## config.mk

```make
export PLATFORM = sky130hd
export DESIGN_NAME = pkt_ctl_chk_queue
export DESIGN_NICKNAME = d
export VERILOG_FILES = /design/src/rtl/pkt_ctl_pkg.sv /design/src/rtl/pkt_ctl_sync_fifo.sv /design/src/rtl/pkt_ctl_chk_queue.sv
export SDC_FILE = /design/constraint.sdc
export NUM_CORES = 1
export LEC_CHECK = 0
export ABC_AREA = 1
export CAP_MARGIN = 30
export CORE_AREA = 2 2 144 146
export CTS_CLUSTER_DIAMETER = 50
export DETAILED_ROUTE_END_ITERATION = 16
export DIE_AREA = 0 0 146 148
export PLACE_DENSITY = 0.7
export SLEW_MARGIN = 30
export SYNTH_ARGS = -nofsm -noshare
export SYNTH_HDL_FRONTEND = slang
export SYNTH_SLANG_ARGS = --single-unit
export TNS_END_PERCENT = 50
```

## constraint.sdc

```tcl
create_clock -name clk -period 7.3 [get_ports clk]
set_clock_uncertainty 0.1 [all_clocks]
set_input_delay 1.095 -clock clk [delete_from_list [all_inputs] [get_ports clk]]
set_output_delay 1.095 -clock clk [all_outputs]
set_load 0.01 [all_outputs]
```

## src/rtl/pkt_ctl_pkg.sv

```systemverilog
// Shared field widths, the packet-control word layout and its parity helper
// for the packet-control check/queue stage.
package pkt_ctl_pkg;

    localparam int PKT_PARITY_W  = 1;
    localparam int PKT_FLAGS_W   = 12;
    localparam int PKT_ADDR_W    = 20;
    localparam int PKT_W         = PKT_PARITY_W + PKT_FLAGS_W + PKT_ADDR_W;
    localparam int PKT_DEPTH_DEF = 4;
    localparam int PKT_CNT_W_DEF = 16;

    typedef struct packed {
        logic [PKT_PARITY_W-1:0] parity;
        logic [PKT_FLAGS_W-1:0]  flags;
        logic [PKT_ADDR_W-1:0]   addr;
    } pkt_ctl_t;

    // The parity bit is part of the reduction, so a good word XORs to the parity sense.
    function automatic logic pkt_par_ok(input pkt_ctl_t word, input logic odd);
        return (^word) == odd;
    endfunction

endpackage

```

## src/rtl/pkt_ctl_sync_fifo.sv

```systemverilog
// Registered-array synchronous FIFO. Callers present only effective push/pop:
// push is never asserted while full unless pop is asserted in the same cycle.
module pkt_ctl_sync_fifo #(
    parameter int WIDTH = 32,
    parameter int DEPTH = 4
) (
    input  logic                       clk,
    input  logic                       rst,
    input  logic                       push,
    input  logic                       pop,
    input  logic [WIDTH-1:0]           wr_data,
    output logic [WIDTH-1:0]           rd_data,
    output logic                       full,
    output logic                       empty,
    output logic [$clog2(DEPTH):0]     level
);

    localparam int PTR_W = $clog2(DEPTH);
    localparam int LVL_W = PTR_W + 1;

    logic [WIDTH-1:0] mem [DEPTH];
    logic [PTR_W-1:0] wr_ptr;
    logic [PTR_W-1:0] rd_ptr;

    // NOTE: sequential state uses non-blocking assignments so every register
    // samples the pre-edge values, independent of statement order.
    always_ff @(posedge clk) begin
        if (rst) begin
            wr_ptr <= '0;
            rd_ptr <= '0;
            level  <= '0;
        end else begin
            // DEPTH is a power of two, so natural pointer overflow is the modulo wrap.
            if (push) wr_ptr <= wr_ptr + 1'b1;
            if (pop)  rd_ptr <= rd_ptr + 1'b1;
            if (push && !pop)      level <= level + 1'b1;
            else if (pop && !push) level <= level - 1'b1;
        end
    end

    // NOTE: the storage array is deliberately not reset; level gates its
    // visibility, and leaving it out of reset keeps it plain RAM-style flops.
    always_ff @(posedge clk) begin
        if (push) mem[wr_ptr] <= wr_data;
    end

    assign rd_data = mem[rd_ptr];
    assign full    = (level == DEPTH[LVL_W-1:0]);
    assign empty   = (level == '0);

endmodule

```

## src/rtl/pkt_ctl_chk_queue.sv

```systemverilog
// Parity-checks registered packet-control words and queues good ones for the
// forwarding engine; parity and FIFO-full drops are counted with saturation.
module pkt_ctl_chk_queue
    import pkt_ctl_pkg::*;
#(
    parameter int PARITY  = PKT_PARITY_W,
    parameter int FLAGS   = PKT_FLAGS_W,
    parameter int ADDR    = PKT_ADDR_W,
    parameter int DEPTH   = PKT_DEPTH_DEF,
    parameter int ODD_PAR = 0,
    parameter int CNT_W   = PKT_CNT_W_DEF
) (
    input  logic                      clk,
    input  logic                      rst,
    input  logic                      in_valid,
    input  logic [PARITY+FLAGS+ADDR-1:0] pkt_ctl_data,
    output logic                      out_valid,
    input  logic                      out_ready,
    output logic [ADDR-1:0]           out_addr,
    output logic [FLAGS-1:0]          out_flags,
    output logic [$clog2(DEPTH):0]    level,
    output logic [CNT_W-1:0]          par_err_cnt,
    output logic [CNT_W-1:0]          ovf_cnt
);

    localparam int DATA_W = FLAGS + ADDR;

    if (PARITY != 1) begin : g_bad_parity_w
        $error("pkt_ctl_chk_queue: only PARITY=1 is supported");
    end
    if (DEPTH < 2 || (DEPTH & (DEPTH - 1)) != 0) begin : g_bad_depth
        $error("pkt_ctl_chk_queue: DEPTH must be a power of two and >= 2");
    end

    logic par_good;
    logic push_ok;
    logic pop;
    logic push;
    logic full;
    logic empty;
    logic par_drop;
    logic ovf_drop;
    logic [DATA_W-1:0] rd_data;

    if (PARITY == PKT_PARITY_W && FLAGS == PKT_FLAGS_W && ADDR == PKT_ADDR_W) begin : g_par_pkg
        assign par_good = pkt_par_ok(pkt_ctl_t'(pkt_ctl_data), ODD_PAR != 0);
    end else begin : g_par_generic
        assign par_good = ((^pkt_ctl_data) == (ODD_PAR != 0));
    end

    assign out_valid = !empty;
    assign pop       = out_valid & out_ready;
    assign push_ok   = in_valid & par_good;
    // A full FIFO still accepts when the head leaves in the same cycle.
    assign push      = push_ok & (!full | pop);
    assign par_drop  = in_valid & !par_good;
    assign ovf_drop  = push_ok & full & !pop;

    pkt_ctl_sync_fifo #(
        .WIDTH (DATA_W),
        .DEPTH (DEPTH)
    ) u_fifo (
        .clk     (clk),
        .rst     (rst),
        .push    (push),
        .pop     (pop),
        .wr_data (pkt_ctl_data[DATA_W-1:0]),
        .rd_data (rd_data),
        .full    (full),
        .empty   (empty),
        .level   (level)
    );

    assign out_addr  = rd_data[ADDR-1:0];
    assign out_flags = rd_data[ADDR +: FLAGS];

    always_ff @(posedge clk) begin
        if (rst)                                 par_err_cnt <= '0;
        else if (par_drop && par_err_cnt != '1)  par_err_cnt <= par_err_cnt + 1'b1;
    end

    always_ff @(posedge clk) begin
        if (rst)                                 ovf_cnt <= '0;
        else if (ovf_drop && ovf_cnt != '1)      ovf_cnt <= ovf_cnt + 1'b1;
    end

endmodule

```

[Word-level counts from Yosys, hierarchy flattened]
Memories as Yosys holds them, arrays and structs flattened. A register that Yosys moved wholly into a read port is not among the register bits.
Index checks and enable logic that the tools add are counted.
Storage, ports and cells
  register bits after elaboration: 39
  RAM bits: 128
  input port bits: 37
  output and inout port bits: 68
  logic and storage cells: 40
  memories: 1
Memories
  u_fifo.mem: depth 4, bits a word 32, rd ports 1, clocked after Yosys merged registers in 1, write ports 1, line pkt_ctl_sync_fifo.sv:21  | logic [WIDTH-1:0] mem [DEPTH];
Cells by class
  add/sub/neg operators: 6
  equality and inequality tests: 3
  mux-type cells: 6
  bitwise operators: 8
  reductions and logical operators: 11
Operator list (number)
  $reduce_xor 33->1: 1
  $add 16x1->16 const B: 2
  $ne 16x16->1 const B: 2
  $and 1x1->1: 6
  $mux 3: 2
  $add 2x1->2 const B: 2
  $logic_and 1x1->1: 4
  $logic_not 1->1: 4
  $mux 2: 2
  $add 3x1->3 const B: 1
  $eq 3x3->1 const B: 1
  $logic_not 3->1: 1
  $sub 3x1->3 const B: 1
  $mux 1: 2
  $reduce_bool 2->1: 1
  $not 1->1: 1
  $or 1x1->1: 1

[Logic depth before layout (Yosys ltp)]
Gate-level depths: netlist of the first run.
  depth after elaboration: 9
  depth in mapped cells: 24
  mapped depth without buffers: 24

[By module]
A second synthesis of the first run with hierarchy kept.
Unflattened totals
  cells, all modules: 867
  area, all modules: 8005.2 sq um
By module, submodules not included
  pkt_ctl_sync_fifo: times used 1, cells an instance 367, area an instance 5222.5 sq um, seq. area each 4023.9 sq um
  pkt_ctl_chk_queue: times used 1, cells an instance 500, area an instance 2782.7 sq um, seq. area each 640.6 sq um

[Least setup slack after synthesis of the first run]
No wires, ideal clock.
  kind: in2reg
  start: input port pkt_ctl_data[8]
  end: memory u_fifo.mem[0][0], enable pin
  setup time: 0.421 ns
  arrival: 3.555 ns
  setup slack: 3.224 ns
  stages: 17
  path buffers: 0
  path through: nand2_1 -> inv_1 -> nor2_2 -> nand2_1 -> nand2_1 -> nand2_1 -> nand2_2 -> inv_2 -> nand2_1 -> nand2_1 -> nand2_2 -> nand2_2 -> nand2_2 -> nand2_1 -> nor2_1 -> nand2_1 -> nor2_1
Between the ends
  cells in the longest elaborated chain, start to end: 6
Ends and longest elaborated chain
  start, declared: line pkt_ctl_chk_queue.sv:16  | input logic [PARITY+FLAGS+ADDR-1:0] pkt_ctl_data,
  $reduce_xor 33->1: line pkt_ctl_pkg.sv:20  | return (^word) == odd;
  $not 1->1: line pkt_ctl_pkg.sv:20
  $and 1x1->1: line pkt_ctl_chk_queue.sv:53  | assign push_ok = in_valid & par_good;
  $and 1x1->1: line pkt_ctl_chk_queue.sv:55  | assign push = push_ok & (!full | pop);
  $mux 1: line pkt_ctl_sync_fifo.sv:44  | if (push) mem[wr_ptr] <= wr_data;
  $mux 1 (not written as such): line pkt_ctl_sync_fifo.sv:44
  end, declared: line pkt_ctl_sync_fifo.sv:21
No other way between the ends.

[Final worst setup path of the first run]
  start: input port pkt_ctl_data[25]
  end: register u_fifo.level[2]
Between the ends
  cells in the longest elaborated chain, start to end: 7
  elaborated cells between the ends (all ways): 9
  those cells by class: mux (1); bitwise (3); reduce/logical (5)
Ends and longest elaborated chain
  $reduce_xor 33->1 (*): line pkt_ctl_pkg.sv:20
  $not 1->1 (*): line pkt_ctl_pkg.sv:20
  $and 1x1->1 (*): line pkt_ctl_chk_queue.sv:53
  $and 1x1->1 (*): line pkt_ctl_chk_queue.sv:55
  net push: line pkt_ctl_chk_queue.sv:38  | logic push;
  $logic_not 1->1: line pkt_ctl_sync_fifo.sv:37  | else if (pop && !push) level <= level - 1'b1;
  $logic_and 1x1->1: line pkt_ctl_sync_fifo.sv:37
  $reduce_bool 2->1 (no source line)
  end signal, assigned: line pkt_ctl_sync_fifo.sv:36  | if (push && !pop) level <= level + 1'b1;
  end signal, assigned: line pkt_ctl_sync_fifo.sv:37
  end, declared: line pkt_ctl_sync_fifo.sv:15  | output logic [$clog2(DEPTH):0] level
Mark *: on every way through the listed nets, which the timed path passes. The rest lies on a longest branch.
A chain may end at the register's enable or synchronous reset.

==> flow_metrics.env, run 1 <==
export IMPL_async_flop_share_pct=0
export IMPL_initial_core_util_pct=39.3
export IMPL_instances_no_fill=1240
export IMPL_path_clk_slew_ns=0.07
export IMPL_synthTopCellsByCount="231 x nand2_1, 128 x edfxtp_1, 92 x nor2_1, 72 x inv_1, 71 x o21ai_0"
export IMPL_cp_required_ns=7.51
export IMPL_hp_class="flop to flop"
export IMPL_post_place_cells=1208
export IMPL_io_pins=105
export IMPL_reg2reg_slack_ns=4.52
export IMPL_worstSetupStartpointType="primary input"
export IMPL_cp_startpoint="pkt_ctl_data[25]"
export IMPL_antenna_found_initial=0
export IMPL_final_min_clock_period_ns=4.18
export IMPL_drt_iter0_markers=413
export IMPL_grt_first_pass_wirelength_um=28700
export IMPL_synthCells=853
export IMPL_port_buffers=104
export IMPL_min_period_over_period_pct=57.3
export IMPL_grtUsageTotal_pct=16.7
export IMPL_drc=0
export IMPL_cts_root_buffer="clkbuf_16"
export IMPL_fill_cells=1902
export IMPL_slew_headroom_pct=50.6
export IMPL_r2r_start="par_err_cnt[0]"
export IMPL_hold_slack_ns=0.367
export IMPL_wl_um=17500
export IMPL_die_h_um=148
export IMPL_worst_slew_pin_slew_ns=0.738
export IMPL_cts_setup_buffers=0
export IMPL_core_um2=20000
export IMPL_end_kind="flop"
export IMPL_ys_types=33
export IMPL_synth_warnings=0
export IMPL_synth_top_cell_by_area="edfxtp_1"
export IMPL_status="finished, final reports clean"
export IMPL_dp_slack_ns=2.66
export IMPL_slew_viol_final=0
export IMPL_ys_seq_area_share_pct=59.2
export IMPL_synth_edf_count=128
export IMPL_syn_nets=898
export IMPL_avgSynthCellArea_um2=9.23
export IMPL_cts_tree="done"
export IMPL_peakVddDrop_v=0.000182
export IMPL_seqCellArea_um2=4670
export IMPL_gp_congestion=0.819
export IMPL_numClockSinks=169
export IMPL_num_vias=6045
export IMPL_setup_viol=0
export IMPL_antennaDiodeCount=0
export IMPL_final_area_um2=9850
export IMPL_yosysTopAreaCellShare_pct=48.8
export IMPL_cts_buffers=17
export IMPL_layout_drive_gt1_share_pct=7.32
export IMPL_p_total_mw=2.59
export IMPL_max_cap_violations=0
export IMPL_via_per_inst=4.88
export IMPL_final_util_pct=49.1
export IMPL_layout_setup_ws_ns=3.12
export IMPL_powerDensity_nw_per_um2=263
export IMPL_dieWidth_um=146
export IMPL_wl_per_cell_um=14.1
export IMPL_rsz0062_at_grt="no"
export IMPL_grt_max_degree=66
export IMPL_synth_main_ff_cell="edfxtp_1"
export IMPL_grt_overflow_total=0
export IMPL_clock_latency_ns=0.43
export IMPL_synth_seq_cells=169
export IMPL_crit_path_max_fanout=7
export IMPL_synth_most_common_cell="nand2_1"
export IMPL_dr_pass1_iters=6
export IMPL_cts_resized=0
export IMPL_placed_area_um2=9310
export IMPL_hold_buffers=0
export IMPL_max_freq_mhz=239
export IMPL_grt_pass1_vias=5781
export IMPL_fin_setup_tns_ns=0
export IMPL_crit_arrival_ns=4.39
export IMPL_fp_row_count=52
export IMPL_ff2ff_path_depth=7
export IMPL_r2r_end="par_err_cnt[5]"
export IMPL_crit_type="primary input to flop"
export IMPL_fin_nets=1002
export IMPL_synth_area_leaders="edfxtp_1 49%, nand2_1 11%, dfxtp_1 10%"
export IMPL_multi_input_area_um2=2800
export IMPL_endpoint="u_fifo.level[2]"
export IMPL_antenna_left=0
export IMPL_clk_path_buf_depth=2
export IMPL_syn_area_um2=7880
export IMPL_power_leakage_nw=3.68
export IMPL_timing_hold_violations_final=0
export IMPL_syn_to_final_growth_pct=25.0
export IMPL_dpl_hpwl_um=11500
export IMPL_htreeDepth=4
export IMPL_die_area_um2=21600
## power by group
group	internal (mW)	switching, mW	total [mW]	leakage [nW]
Clock	0.439	0.380	0.819	0.251
Sequential	1.10	0.0241	1.12	1.49
Combinational	0.279	0.372	0.651	1.94
Total	1.81	0.776	2.59	3.68
## state kept, by name (all words and copies together), names as in the netlist, named ones only
name and count:
par_err_cnt 16, ovf_cnt 16, u_fifo.level 3, u_fifo.rd_ptr 2, u_fifo.mem 128, u_fifo.wr_ptr 2
## worst max-delay path: stages
cell,delay [ns]
clkdlybuf4s50_1,0.61
inv_1,0.08
nand2_1,0.07
nand2_2,0.09
inv_2,0.08
nand2_1,0.06
nand2_1,0.06
nand2_1,0.05
nand2_1,0.09
nand2_1,0.06
nand2_1,0.07
nand2_2,0.07
nand3_2,0.13
nand2_1,0.07
nor2_1,0.16
nand2_1,0.30
inv_1,0.20
ha_1,0.16
inv_1,0.06
fa_1,0.38
a21oi_1,0.14
o21ai_0,0.11
o21ai_0,0.15
a21oi_1,0.05
## cells in the final DEF, fill, tap and decap left out, types with 2 or more instances in the layout
cell type	instances
inv_6	5
nor4_1	4
buf_4	4
o21ai_0	71
nand3_1	42
clkinv_1	2
clkinv_4	3
nor2_1	88
nand2_2	10
nand4_1	7
inv_1	71
clkbuf_16	17
edfxtp_1	128
nand2_1	231
xor2_1	19
nor2_2	2
nor3_2	2
clkinvlp_4	5
a21oi_1	36
xnor2_1	8
nor2_4	5
dfxtp_1	40
ha_1	7
inv_2	7
buf_16	5
nor3_1	7
o22ai_1	32
clkdlybuf4s50_1	104
nand3_2	3
## routing by layer
metal	global-route usage, %	vias to the layer above	share of wire (%)
li1	-	3077	-
met1	20.4	2826	44
met2	29.1	123	49
met3	4.41	19	5.8
met4	5.24	0	1.2
met5	0	-	0
## worst min path at each step
stage / depth (start not counted) / from / end
floorplan: 2 / u_fifo.rd_ptr[1] / flop
global placement: 1 / u_fifo.rd_ptr[0] / flop
detailed placement: 2 / u_fifo.rd_ptr[1] / u_fifo.rd_ptr[1]
CTS: 2 / u_fifo.rd_ptr[1] / flop
global route: 2 / u_fifo.rd_ptr[1] / u_fifo.rd_ptr[1]
finish: 2 / u_fifo.rd_ptr[1] / flop
## cell type report
class                           instances  area share [%]
Tap cell                              270            3.43
Inverter                               79            3.01
Timing Repair Buffer                  113            12.3
Sequential cell                       169            47.4
Clock inverter                         15            1.18
Multi-Input combinational cell        577            28.4
Clock buffer                           17            4.32
## cells by family after synthesis
logic type | after synthesis | synth area share, %
xor gates and xnor gates | 27 | 3.00
adders and majority gates | 8 | 1.37
and+or+nand+nor | 402 | 21.2
DFF | 169 | 59.2
AOI/OAI and AO/OA | 140 | 9.55
buffers and inverters | 107 | 5.64
Note: power is estimated with default switching activity, not from simulation.
==> run 2, diff against run 1 <==
Clock period 7.3 ns to 3.89 ns, I/O delays scaled along.
==> flow_metrics.env, run 2 (synthesis gave the netlist of run 1 again) <==
export IMPL_status="finished, final reports clean"
export IMPL_cts_setup_buffers=0
export IMPL_power_leakage_nw=3.73
export IMPL_cp_required_ns=4.10
export IMPL_max_cap_violations=0
export IMPL_slew_viol_final=0
export IMPL_numClockSinks=169
export IMPL_slowest_delay_ns=0.62
export IMPL_htreeDepth=4
export IMPL_crit_family="simple AND/OR/NAND/NOR gates"
export IMPL_cp_slowest_cell="clkdlybuf4s50_1"
export IMPL_hold_path_cell_count=1
export IMPL_grt_first_pass_wirelength_um=28500
export IMPL_core_um2=20000
export IMPL_fin_nets=1009
export IMPL_hp_class="flop to flop"
export IMPL_antenna_found_initial=0
export IMPL_powerDensity_nw_per_um2=507
export IMPL_fin_setup_tns_ns=0
export IMPL_gp_congestion=0.835
export IMPL_port_buffers=104
export IMPL_wl_um=17600
export IMPL_num_vias=6048
export IMPL_layout_drive_gt1_share_pct=7.57
export IMPL_hold_buffers=0
export IMPL_mostFrequentLayoutCell="nand2_1"
export IMPL_worst_slew_pin_slew_ns=0.662
export IMPL_largest_reg_flops=128
export IMPL_crit_type="primary input to flop"
export IMPL_setup_viol=0
export IMPL_r2r_end="ovf_cnt[1]"
export IMPL_r2r_start="ovf_cnt[0]"
export IMPL_antennaDiodeCount=0
export IMPL_syn_to_final_growth_pct=25.0
export IMPL_cts_root_buffer="clkbuf_16"
export IMPL_max_freq_mhz=296
export IMPL_die_h_um=148
export IMPL_cts_buffers=17
export IMPL_top_register="u_fifo.mem"
export IMPL_instances_no_fill=1247
export IMPL_cts_tree="done"
export IMPL_dpl_hpwl_um=11500
export IMPL_initial_core_util_pct=39.3
export IMPL_io_pins=105
export IMPL_rsz0062_at_grt="no"
export IMPL_dr_pass1_iters=5
export IMPL_die_area_um2=21600
export IMPL_dieWidth_um=146
export IMPL_ff2ff_path_depth=14
export IMPL_grtUsageTotal_pct=16.5
export IMPL_antenna_left=0
export IMPL_fp_row_count=52
export IMPL_worst_path_stages=24
export IMPL_crit_buf_inv=4
export IMPL_mostFrequentLayoutCells="231 x nand2_1, 128 x edfxtp_1, 104 x clkdlybuf4s50_1, 88 x nor2_1, 72 x inv_1"
export IMPL_layout_setup_ws_ns=0.507
export IMPL_crit_path_cell_trace="clkdlybuf4s50_1 > inv_1 > nand2_1 > nand2_1 > nand2_1 > nand2_1 > nand2_1 > nand2_1 > nand2_1 > nand2_1 > nand2_2 > nand2_2 > nand2_2 > nand2_1 > nor2_1 > nand2_1 > inv_1 > ha_1 > inv_1 > fa_1 > a21oi_1 > o21ai_0 > o21ai_0 > a21oi_1"
export IMPL_min_period_over_period_pct=87.0
export IMPL_reg_largest_list="u_fifo.mem: 128 flops, ovf_cnt: 16 flops, par_err_cnt: 16 flops"
export IMPL_via_per_inst=4.85
export IMPL_final_min_clock_period_ns=3.38
export IMPL_grt_pass1_vias=5753
export IMPL_dp_slack_ns=0.0540
export IMPL_fill_cells=1882
export IMPL_drc=0
export IMPL_grt_max_degree=65
export IMPL_multi_input_area_um2=2800
export IMPL_clock_latency_ns=0.43
export IMPL_slew_headroom_pct=55.9
export IMPL_clk_path_buf_depth=2
export IMPL_crit_arrival_ns=3.59
export IMPL_worstSetupStartpointType="primary input"
export IMPL_path_clk_slew_ns=0.06
export IMPL_wl_per_cell_um=14.1
export IMPL_seqCellArea_um2=4670
export IMPL_drt_iter0_markers=382
export IMPL_peakVddDrop_v=0.000357
export IMPL_timing_hold_violations_final=0
export IMPL_post_place_cells=1215
export IMPL_cp_common_cell="nand2_1"
export IMPL_grt_overflow_total=0
export IMPL_reg2reg_slack_ns=1.42
export IMPL_crit_path_max_fanout=7
export IMPL_end_kind="flop"
export IMPL_cts_resized=0
export IMPL_hold_start="u_fifo.rd_ptr[0]"
## run 2: cell count changes in the layout (fill, tap and decap cells not counted), moves of 3 or more
cell / change
buf_4: +12
buf_16: -5
clkinvlp_4: -5
inv_6: -5
clkbuf_1: +4
clkbuf_16: +3
## run 2: layer usage
metal  track usage [%]  vias to the layer above  share of wire [%]
met5                 0                        -                  0
met4              5.10                        0                1.2
met3              3.67                       13                5.9
met2              28.9                      141                 49
met1              20.5                     2806                 44
li1                  -                     3088                  -
## run 2: how the worst max path moves through the flow
stage                           from               end  slack (ns)
CTS                 pkt_ctl_data[28]   u_fifo.level[2]        0.50
detailed placement  pkt_ctl_data[28]   u_fifo.level[2]        0.05
finish              pkt_ctl_data[27]   u_fifo.level[2]        0.51
floorplan            pkt_ctl_data[8]  u_fifo.mem[0][0]        0.33
global route        pkt_ctl_data[25]   u_fifo.level[2]        0.04
global placement    pkt_ctl_data[28]   u_fifo.level[2]        0.13
## run 2: cell type report
class	count	area share, %
Sequential cell	169	47.4
Inverter	79	3.01
Timing Repair Buffer	120	11.8
Tap cell	270	3.43
Clock inverter	6	0.610
Multi-Input combinational cell	577	28.4
Clock buffer	26	5.34
## run 2: report_power, final
part | switching, mW | total (mW) | internal (mW)
combinational | 0.678 | 1.20 | 0.519
sequential | 0.0684 | 2.13 | 2.06
clock | 0.664 | 1.66 | 1.00
total | 1.41 | 4.99 | 3.58
## run 2: through the flow
step | instance area (µm²) | utilization [%] | power [mW] | hold slack (ns)
6_report | 9840 | 49.1 | 4.99 | 0.367
5_1_grt | 9840 | 49.1 | 5.23 | 0.385
4_1_cts | 9840 | 49.1 | 5.04 | 0.366
3_5_place_dp | 9260 | 46.2 | 3.38 | 0.358
3_3_place_gp | 9260 | 46.2 | 3.35 | 0.353
2_1_floorplan | 7880 | - | 2.78 | 0.336
